<file path="src/rtl/seq_chk_pkg.sv">
// Shared types and constants for the protocol-sequence checker.
package seq_chk_pkg;

  // One-hot FSM states.
  typedef enum logic [3:0] {
    StIdle = 4'b0001,
    StRun  = 4'b0010,
    StDone = 4'b0100,
    StErr  = 4'b1000
  } state_e;

  localparam logic [1:0] ERR_NONE      = 2'b00;
  localparam logic [1:0] ERR_BAD_SYM   = 2'b01;
  localparam logic [1:0] ERR_TIMEOUT   = 2'b10;
  localparam logic [1:0] ERR_BAD_START = 2'b11;

  // Width of the step index: max(1, clog2(depth)).
  function automatic int unsigned idx_w(int unsigned depth);
    return (depth > 2) ? $clog2(depth) : 1;
  endfunction

endpackage

</file>
<file path="src/rtl/seq_chk_timer.sv">
// Idle-cycle counter for the sequence checker. tc is high while the count
// equals TIMEOUT-1; clr has priority over en.
module seq_chk_timer #(
  parameter int unsigned TIMEOUT = 4
) (
  input  logic clk,
  input  logic rst,
  input  logic clr,
  input  logic en,
  output logic tc
);

  localparam int unsigned TW = (TIMEOUT > 1) ? $clog2(TIMEOUT) : 1;
  localparam logic [TW-1:0] LAST = TW'(TIMEOUT - 1);

  logic [TW-1:0] cnt_q;

  // Count consecutive idle cycles, restart on clear.
  always_ff @(posedge clk) begin
    if (rst || clr) begin
      cnt_q <= '0;
    end else if (en) begin
      cnt_q <= cnt_q + 1'b1;
    end
  end

  assign tc = (cnt_q == LAST);

endmodule

</file>
<file path="src/rtl/seq_chk_fsm.sv">
// Parametrised protocol-sequence checker. Verifies that valid symbols arrive
// in the order given by EXP_SEQ, with idle timeout and explicit recovery.
// Optional build macro SEQ_CHK_ERR_CNT_EN adds a saturating error-entry
// counter on port err_cnt.
module seq_chk_fsm
  import seq_chk_pkg::*;
#(
  parameter int unsigned          W       = 2,
  parameter int unsigned          DEPTH   = 4,
  parameter logic [DEPTH*W-1:0]   EXP_SEQ = 8'b10_01_11_01,
  parameter logic [W-1:0]         RECOVER = 2'b00,
  parameter int unsigned          TIMEOUT = 4
`ifdef SEQ_CHK_ERR_CNT_EN
  , parameter int unsigned        CNT_W   = 8
`endif
) (
  input  logic                      clk,
  input  logic                      rst,
  input  logic                      in_vld,
  input  logic [W-1:0]              in_sym,
  output logic                      busy,
  output logic [idx_w(DEPTH)-1:0]   step_idx,
  output logic                      match_pulse,
  output logic                      done,
  output logic                      err,
  output logic [1:0]                err_code
`ifdef SEQ_CHK_ERR_CNT_EN
  , output logic [CNT_W-1:0]        err_cnt
`endif
);

  localparam int unsigned       IDX_W = idx_w(DEPTH);
  localparam logic [IDX_W-1:0]  LAST  = IDX_W'(DEPTH - 1);
  localparam logic [W-1:0]      EXP0  = EXP_SEQ[W-1:0];

  // Configuration sanity checks.
  if (DEPTH < 1) begin : g_bad_depth
    $error("seq_chk_fsm: DEPTH must be >= 1");
  end
  if (RECOVER == EXP0) begin : g_bad_recover
    $error("seq_chk_fsm: RECOVER must differ from the first expected symbol");
  end

  state_e           state_q;
  logic [IDX_W-1:0] idx_q;
  logic [W-1:0]     exp_cur;
  logic             tmo;
  logic             go_err;
  logic [1:0]       go_code;

  assign step_idx = idx_q;

  // Expected symbol for the current step.
  always_comb begin
    int unsigned base;
    base    = 32'(idx_q) * W;
    exp_cur = EXP_SEQ[base +: W];
  end

  if (TIMEOUT != 0) begin : g_timer
    logic tmr_clr;
    logic tmr_en;
    // Timer only runs on idle cycles in RUN; any symbol or leaving RUN restarts it.
    assign tmr_clr = (state_q != StRun) || in_vld || tmo;
    assign tmr_en  = (state_q == StRun) && !in_vld;
    seq_chk_timer #(
      .TIMEOUT (TIMEOUT)
    ) u_timer (
      .clk (clk),
      .rst (rst),
      .clr (tmr_clr),
      .en  (tmr_en),
      .tc  (tmo)
    );
  end else begin : g_no_timer
    assign tmo = 1'b0;
  end

  // Classify error entries; shared by the FSM and the error counter.
  always_comb begin
    go_err  = 1'b0;
    go_code = ERR_NONE;
    unique case (state_q)
      StIdle, StDone: begin
        if (in_vld && (in_sym != EXP0) && (in_sym != RECOVER)) begin
          go_err  = 1'b1;
          go_code = ERR_BAD_START;
        end
      end
      StRun: begin
        if (in_vld && (in_sym != exp_cur)) begin
          go_err  = 1'b1;
          go_code = ERR_BAD_SYM;
        end else if (!in_vld && tmo) begin
          go_err  = 1'b1;
          go_code = ERR_TIMEOUT;
        end
      end
      default: ;
    endcase
  end

  // Sequence FSM with registered outputs.
  always_ff @(posedge clk) begin
    if (rst) begin
      state_q     <= StIdle;
      idx_q       <= '0;
      busy        <= 1'b0;
      match_pulse <= 1'b0;
      done        <= 1'b0;
      err         <= 1'b0;
      err_code    <= ERR_NONE;
    end else begin
      match_pulse <= 1'b0;
      done        <= 1'b0;
      if (go_err) begin
        state_q  <= StErr;
        idx_q    <= '0;
        busy     <= 1'b0;
        err      <= 1'b1;
        err_code <= go_code;
      end else begin
        unique case (state_q)
          StIdle, StDone: begin
            state_q <= StIdle;
            if (in_vld && (in_sym == EXP0)) begin
              match_pulse <= 1'b1;
              if (DEPTH == 1) begin
                state_q <= StDone;
                done    <= 1'b1;
              end else begin
                state_q <= StRun;
                busy    <= 1'b1;
                idx_q   <= IDX_W'(1);
              end
            end
          end
          StRun: begin
            if (in_vld) begin
              // Mismatch already handled by go_err, so this is an in-order symbol.
              match_pulse <= 1'b1;
              if (idx_q == LAST) begin
                state_q <= StDone;
                idx_q   <= '0;
                busy    <= 1'b0;
                done    <= 1'b1;
              end else begin
                idx_q <= idx_q + 1'b1;
              end
            end
          end
          StErr: begin
            if (in_vld && (in_sym == RECOVER)) begin
              state_q  <= StIdle;
              err      <= 1'b0;
              err_code <= ERR_NONE;
            end
          end
          default: begin
            state_q <= StIdle;
            idx_q   <= '0;
            busy    <= 1'b0;
          end
        endcase
      end
    end
  end

`ifdef SEQ_CHK_ERR_CNT_EN
  // Saturating count of ERR entries, cleared only by reset.
  always_ff @(posedge clk) begin
    if (rst) begin
      err_cnt <= '0;
    end else if (go_err && (err_cnt != {CNT_W{1'b1}})) begin
      err_cnt <= err_cnt + 1'b1;
    end
  end
`endif

endmodule

</file>
<file path="config.mk">
export PLATFORM = sky130hd
export DESIGN_NAME = seq_chk_fsm
export DESIGN_NICKNAME = d
export VERILOG_FILES = /design/src/rtl/seq_chk_pkg.sv /design/src/rtl/seq_chk_timer.sv /design/src/rtl/seq_chk_fsm.sv
export SDC_FILE = /design/constraint.sdc
export NUM_CORES = 1
export LEC_CHECK = 0
export CORE_MARGIN = 2
export CORE_UTILIZATION = 41
export CTS_CLUSTER_DIAMETER = 50
export DETAILED_ROUTE_END_ITERATION = 10
export PLACE_DENSITY = 0.65
export SETUP_SLACK_MARGIN = 0.3
export SYNTH_ARGS = -nofsm -noshare
export SYNTH_HDL_FRONTEND = slang
export SYNTH_SLANG_ARGS = --single-unit
export TNS_END_PERCENT = 50
</file>
<file path="constraint.sdc">
create_clock -name clk -period 2.4 [get_ports clk]
set_input_delay 0.48 -clock clk [delete_from_list [all_inputs] [get_ports clk]]
set_output_delay 0.48 -clock clk [all_outputs]
set_load 0.01 [all_outputs]
</file>
# After elaboration in Yosys (flattened, before gate mapping)
# Cells that the tools add are included.
# classes
add_sub_neg,2
eq_ne,17
n_shift,1
mux,32
bitwise,3
reduce_logical,23
# op_table
op,count
$mux W2,10
$mux W4,4
$mux W1,12
$pmux W4 S3,1
$reduce_and A3 Y1,3
$shiftx A8 B4 Y2 const A,1
$logic_and A1 B1 Y1,7
$ne A2 B2 Y1 const B,3
$ne A3 B3 Y1 const B,2
$pmux W2 S3,1
$reduce_bool A2 Y1,3
$add A2 B1 Y2 const B,2
$eq A2 B2 Y1 const B,2
$eq A4 B1 Y1 const B,1
$eq A4 B2 Y1 const B,1
$eq A4 B3 Y1 const B,1
$eq A4 B4 Y1 const B,1
$ne A2 B1 Y1 const B,2
$ne A4 B2 Y1 const B,1
$pmux W1 S2,2
$pmux W2 S2,1
$reduce_and A4 Y1,1
$reduce_or A2 Y1,2
$reduce_or A4 Y1,1
9 further kinds,13
# totals
ff_bits,14
inputBits,5
elab_cells,87

# Longest topological paths before layout
# depth
word_depth,7
depth_mapped,6
depth_no_buf,5

# Hierarchy
# From an unflattened synthesis, not the netlist that was laid out.
# unflattened
cells_unflattened,78
area_unflattened_um2,720.7
# modules_own_cells
module,instances,cells_each,area_each_um2,seq_area_each_um2
seq_chk_fsm,1,71,629.4,240.2
seq_chk_timer,1,7,91.3,40.0

# Least setup slack after synthesis
# No wires, ideal clock.
# synth_timing
path_kind,reg-to-reg
startpoint,register idx_q[0] (netlist: step_idx[0])
endpoint,register idx_q[0] (netlist: step_idx[0])
setup_ns,0.073
arrival_ns,1.633
path_slack_ns,0.695
path_stages_with_launch,7
n_path_buf,1
period_less_slack_ns,1.705
path_cell_list,dfxtp_1 -> ha_1 -> xnor2_1 -> o211ai_1 -> or3b_1 -> buf_4 -> nor3b_2
# synth_via
elab_chain_cells,6
# synth_rtl
element,line,rtl
from (decl),seq_chk_fsm.sv:45,logic [IDX_W-1:0] idx_q;
from (signal assigned),seq_chk_fsm.sv:148,idx_q <= idx_q + 1'b1;
$shiftx A8 B4 Y2,seq_chk_fsm.sv:57,exp_cur = EXP_SEQ[base +: W];
$ne A2 B2 Y1,seq_chk_fsm.sv:91,if (in_vld && (in_sym != exp_cur)) begin
$logic_and A1 B1 Y1,seq_chk_fsm.sv:91,
$mux W1,seq_chk_fsm.sv:91,
$pmux W1 S2,seq_chk_fsm.sv:83,unique case (state_q)
$reduce_or A2 Y1 (no source line),-,
# Parallel ways exist; a longest one is shown, timed or not. The select of a mux whose other input is x is not followed.
# A chain may end at the register's enable or synchronous reset.

# Worst setup path after layout
# layout_timing
startpoint,input port in_sym[0]
endpoint,register idx_q[1] (netlist: step_idx[1])
# layout_via
elab_chain_cells,6
# layout_rtl
element,line,rtl
from (decl),seq_chk_fsm.sv:20,"input logic [W-1:0] in_sym,"
$ne A2 B1 Y1,seq_chk_fsm.sv:85,if (in_vld && (in_sym != EXP0) && (in_sym != RECOVER)) begin
$logic_and A1 B1 Y1 (2 in series),seq_chk_fsm.sv:85,
$mux W1,seq_chk_fsm.sv:85,
$pmux W1 S2,seq_chk_fsm.sv:83,
$reduce_or A2 Y1 (no source line),-,
# Parallel ways exist; a longest one is shown, timed or not.

==> impl_results.md <==
- Status: completed
- Layout cells sized above 1: approximately 14%
- Routed vias: between 500 and 600
- Num CTS Buffers: 3
- Synthesized flop and latch total: 14
- Power per cell area: 585 mW/mm²
- Worst hold stages: 1
- Global-route wire length before repair: 2200 µm
- Pre-antenna DRT Iters: 4
- Setup_tns: 0 ns
- Crit path max-delay cell type: or3b_1
- Hold path start: g_timer.u_timer.cnt_q[0]
- CP Class: input pin to flop
- Clk_lat worst skew: 0.28 ns
- Complex-gate fraction of the synthesized area: about a fifth
- CP cell instances: clkdlybuf4s50_1, xnor2_1, o211ai_1, or3b_1, a21oi_1
- Routed Antenna Nets: 0
- Largest net degree at the start of global routing: 9
- GRT overflow: 0
- Worst r2r path cells: 5
- Min-delay worst type: flop to flop
- Type of origin of the critical path: input pin
- Clock transition at path regs: ~0.09 ns
- Crit end category: flop
- Final hold violation count: 0
- EDFF count, synth: 0
- Slew HR: 65.6%
- Clock tree from TritonCTS: yes
- Gr usage total: 15.2%
- NumNets Final: 93
- DR DRC count: 0
- Worst-Margin Slew: 0.514 ns
- Vias per inst: 5.72
- Drt wl/cell: 13.3 µm
- Setup bufs post-CTS: 0
- Die W: about 45 µm
- Io pins: 13
- Worst Hold Path EP: g_timer.u_timer.cnt_q[0]
- Maximum VDD drop: 0.000425 V
- Initial antenna violation count: 0
- Hold-fix buffers, CTS: 0
- Syn avg cell area: 9.73 µm²
- Post-synthesis mux area share: 0%
- Slew Limit Fails: 0
- Routability cong.: slightly above 0.8
- Die H: between 40 and 50 µm
- Async SR Flop Fraction: 0%
- Fmax: 0.531 GHz
- CP peak stage delay: approximately 0.51 ns
- Synth top area cells: dfxtp_1, a21oi_1, ha_1
- Max-cap violations: 0
- Biggest area consumer among synthesized cells: dfxtp_1
- Post-Route WL: 1340 µm
- Final Critical Period: between 1.5 and 2 ns
- Worst EP required: 2.61 ns
- Initial Utilization: between 40% and 50%
- Clock sinks: 14
- Post-Syn Instances: 71
- WP data arrival: about 2.1 ns
- Syn Nets: between 70 and 80
- Detailed placement HPWL: 1040 µm
- Yosys cell types: 34
- Die Area: approximately 0.0020 mm²
- DRT iter0 DRCs: 21
- Root Driver: clkbuf_4
- Post-Synth XOR/XNOR Area: 4.89%
- Area growth, synth to finish: 24.1%
- Synth Area in Simple Gates: between 20% and 30%
- Post-Syn Area: 691 µm²
- Antenna Cells: 0
- Largest family of logic cells by synthesized area: simple AND/OR/NAND/NOR gates
- Cts repair resizes: 0
- Clk buf depth: 2
- Port buffer count: 12
- RSZ-0062 raised after global routing: false
- Power Total: 501 µW
- Num rows: 14
- Vias in the first global route: between 500 and 600
- Sequential area share after synthesis: 40.6%
- Top-area cell type share of the netlist area: 40.6%
- Synth Area in Adders: 3.62%
- Largest fanout on the critical path: 7
- P_leak: 0.000312 µW
- Ys Warns: 0
- Critical R2R Launch: step_idx[0]
- Core box area: between 0.0015 and 0.002 mm²
- Main flop type after synthesis: dfxtp_1
- Period utilization: 78.4%
- Htree depth: 1
- Layout Skew: approximately 0.0066 ns
- R2r setup slk: 0.52 ns
- Reg2Reg Capture Point: step_idx[1]
- Final Setup Violations: 0
state kept, by name, summed over array words and instances (netlist names):
signal / cells
err_code: 2
busy: 1
state_q: 4
done: 1
err: 1
match_pulse: 1
step_idx: 2
g_timer.u_timer.cnt_q: 2
area by class of cell:
type / count / area [µm²]
tap: 16 / 20.0
timing repair buffer: 13 / 128
sequential: 14 / 280
fill: 137 / 684
clock buffer: 4 / 36.3
multi-input combinational: 54 / 393
kinds of logic after synthesis:
family	after synthesis
simple gates	31
compound gates	18
flops	14
xor+xnor	3
buf+inv	3
fa+ha+maj	2
layer usage:
layer | global-route usage [%] | wire length [µm] | part of all wire (%) | vias up
met5 | 0 | 0 | 0 | -
met4 | 9.41 | 11 | 0.82 | 0
met3 | 4.00 | 82 | 6.1 | 2
met2 | 19.4 | 567 | 42 | 17
met1 | 22.3 | 681 | 51 | 270
li1 | - | - | - | 289
power by group:
group	internal (µW)	switching, µW	leakage [µW]
sequential	242	8.95	0.000114
clock	92.3	81.1	0.0000210
combinational	41.7	35.6	0.000177
through the flow:
stage / utilization (%) / setup WS (ns) / cells / hold slack [ns] / cell area, µm²
2_1_floorplan: - / 0.695 / 71 / 0.398 / 691
3_3_place_gp: 53.2 / 0.268 / 97 / 0.414 / 821
3_5_place_dp: 53.2 / 0.242 / 97 / 0.418 / 821
4_1_cts: 55.6 / 0.538 / 101 / 0.431 / 857
5_1_grt: 55.6 / 0.375 / 101 / 0.445 / 857
6_report: 55.6 / 0.517 / 101 / 0.429 / 857
synthesized netlist by cell type (all sizes together), types with 2 or more instances:
library cell  instances
or3b                  2
o32ai                 2
o31ai                 2
xnor2                 2
or4b                  2
a21oi                 6
nand2b                2
nor2b                 3
nor2                  6
dfxtp                14
nand3                 2
or2                   3
buf                   3
o21ai                 2
nand2                 4
ha                    2
placed cells by master (no fill, tap or decap), drive strengths merged, types with 3 or more instances in the layout:
master / synthesis / layout
clkdlybuf4s50: 0 / 12
a21oi: 6 / 6
nor2b: 3 / 3
nand2: 4 / 4
nor2: 6 / 6
dfxtp: 14 / 14
clkbuf: 0 / 4
or2: 3 / 3
critical path: cells and delay by family:
| kind | cells | cell delay (ns) |
|---|---|---|
| AND/OR/NAND/NOR | 1 | 0.51 |
| buffers and inverters | 1 | 0.48 |
| AO/OA/AOI/OAI | 2 | 0.47 |
| XOR/XNOR | 1 | 0.16 |
how the worst max path moves through the flow:
stage,startpoint,endpoint,slack (ns),depth (start not counted)
2_1_floorplan,step_idx[0],step_idx[0],0.69,6
3_3_place_gp,in_vld,err_code[1],0.27,5
3_5_place_dp,in_sym[1],step_idx[1],0.24,5
4_1_cts,in_sym[0],step_idx[1],0.54,5
5_1_grt,step_idx[0],step_idx[0],0.38,5
6_report,in_sym[0],step_idx[1],0.52,5
No activity file was read; power rests on OpenSTA's default activity.
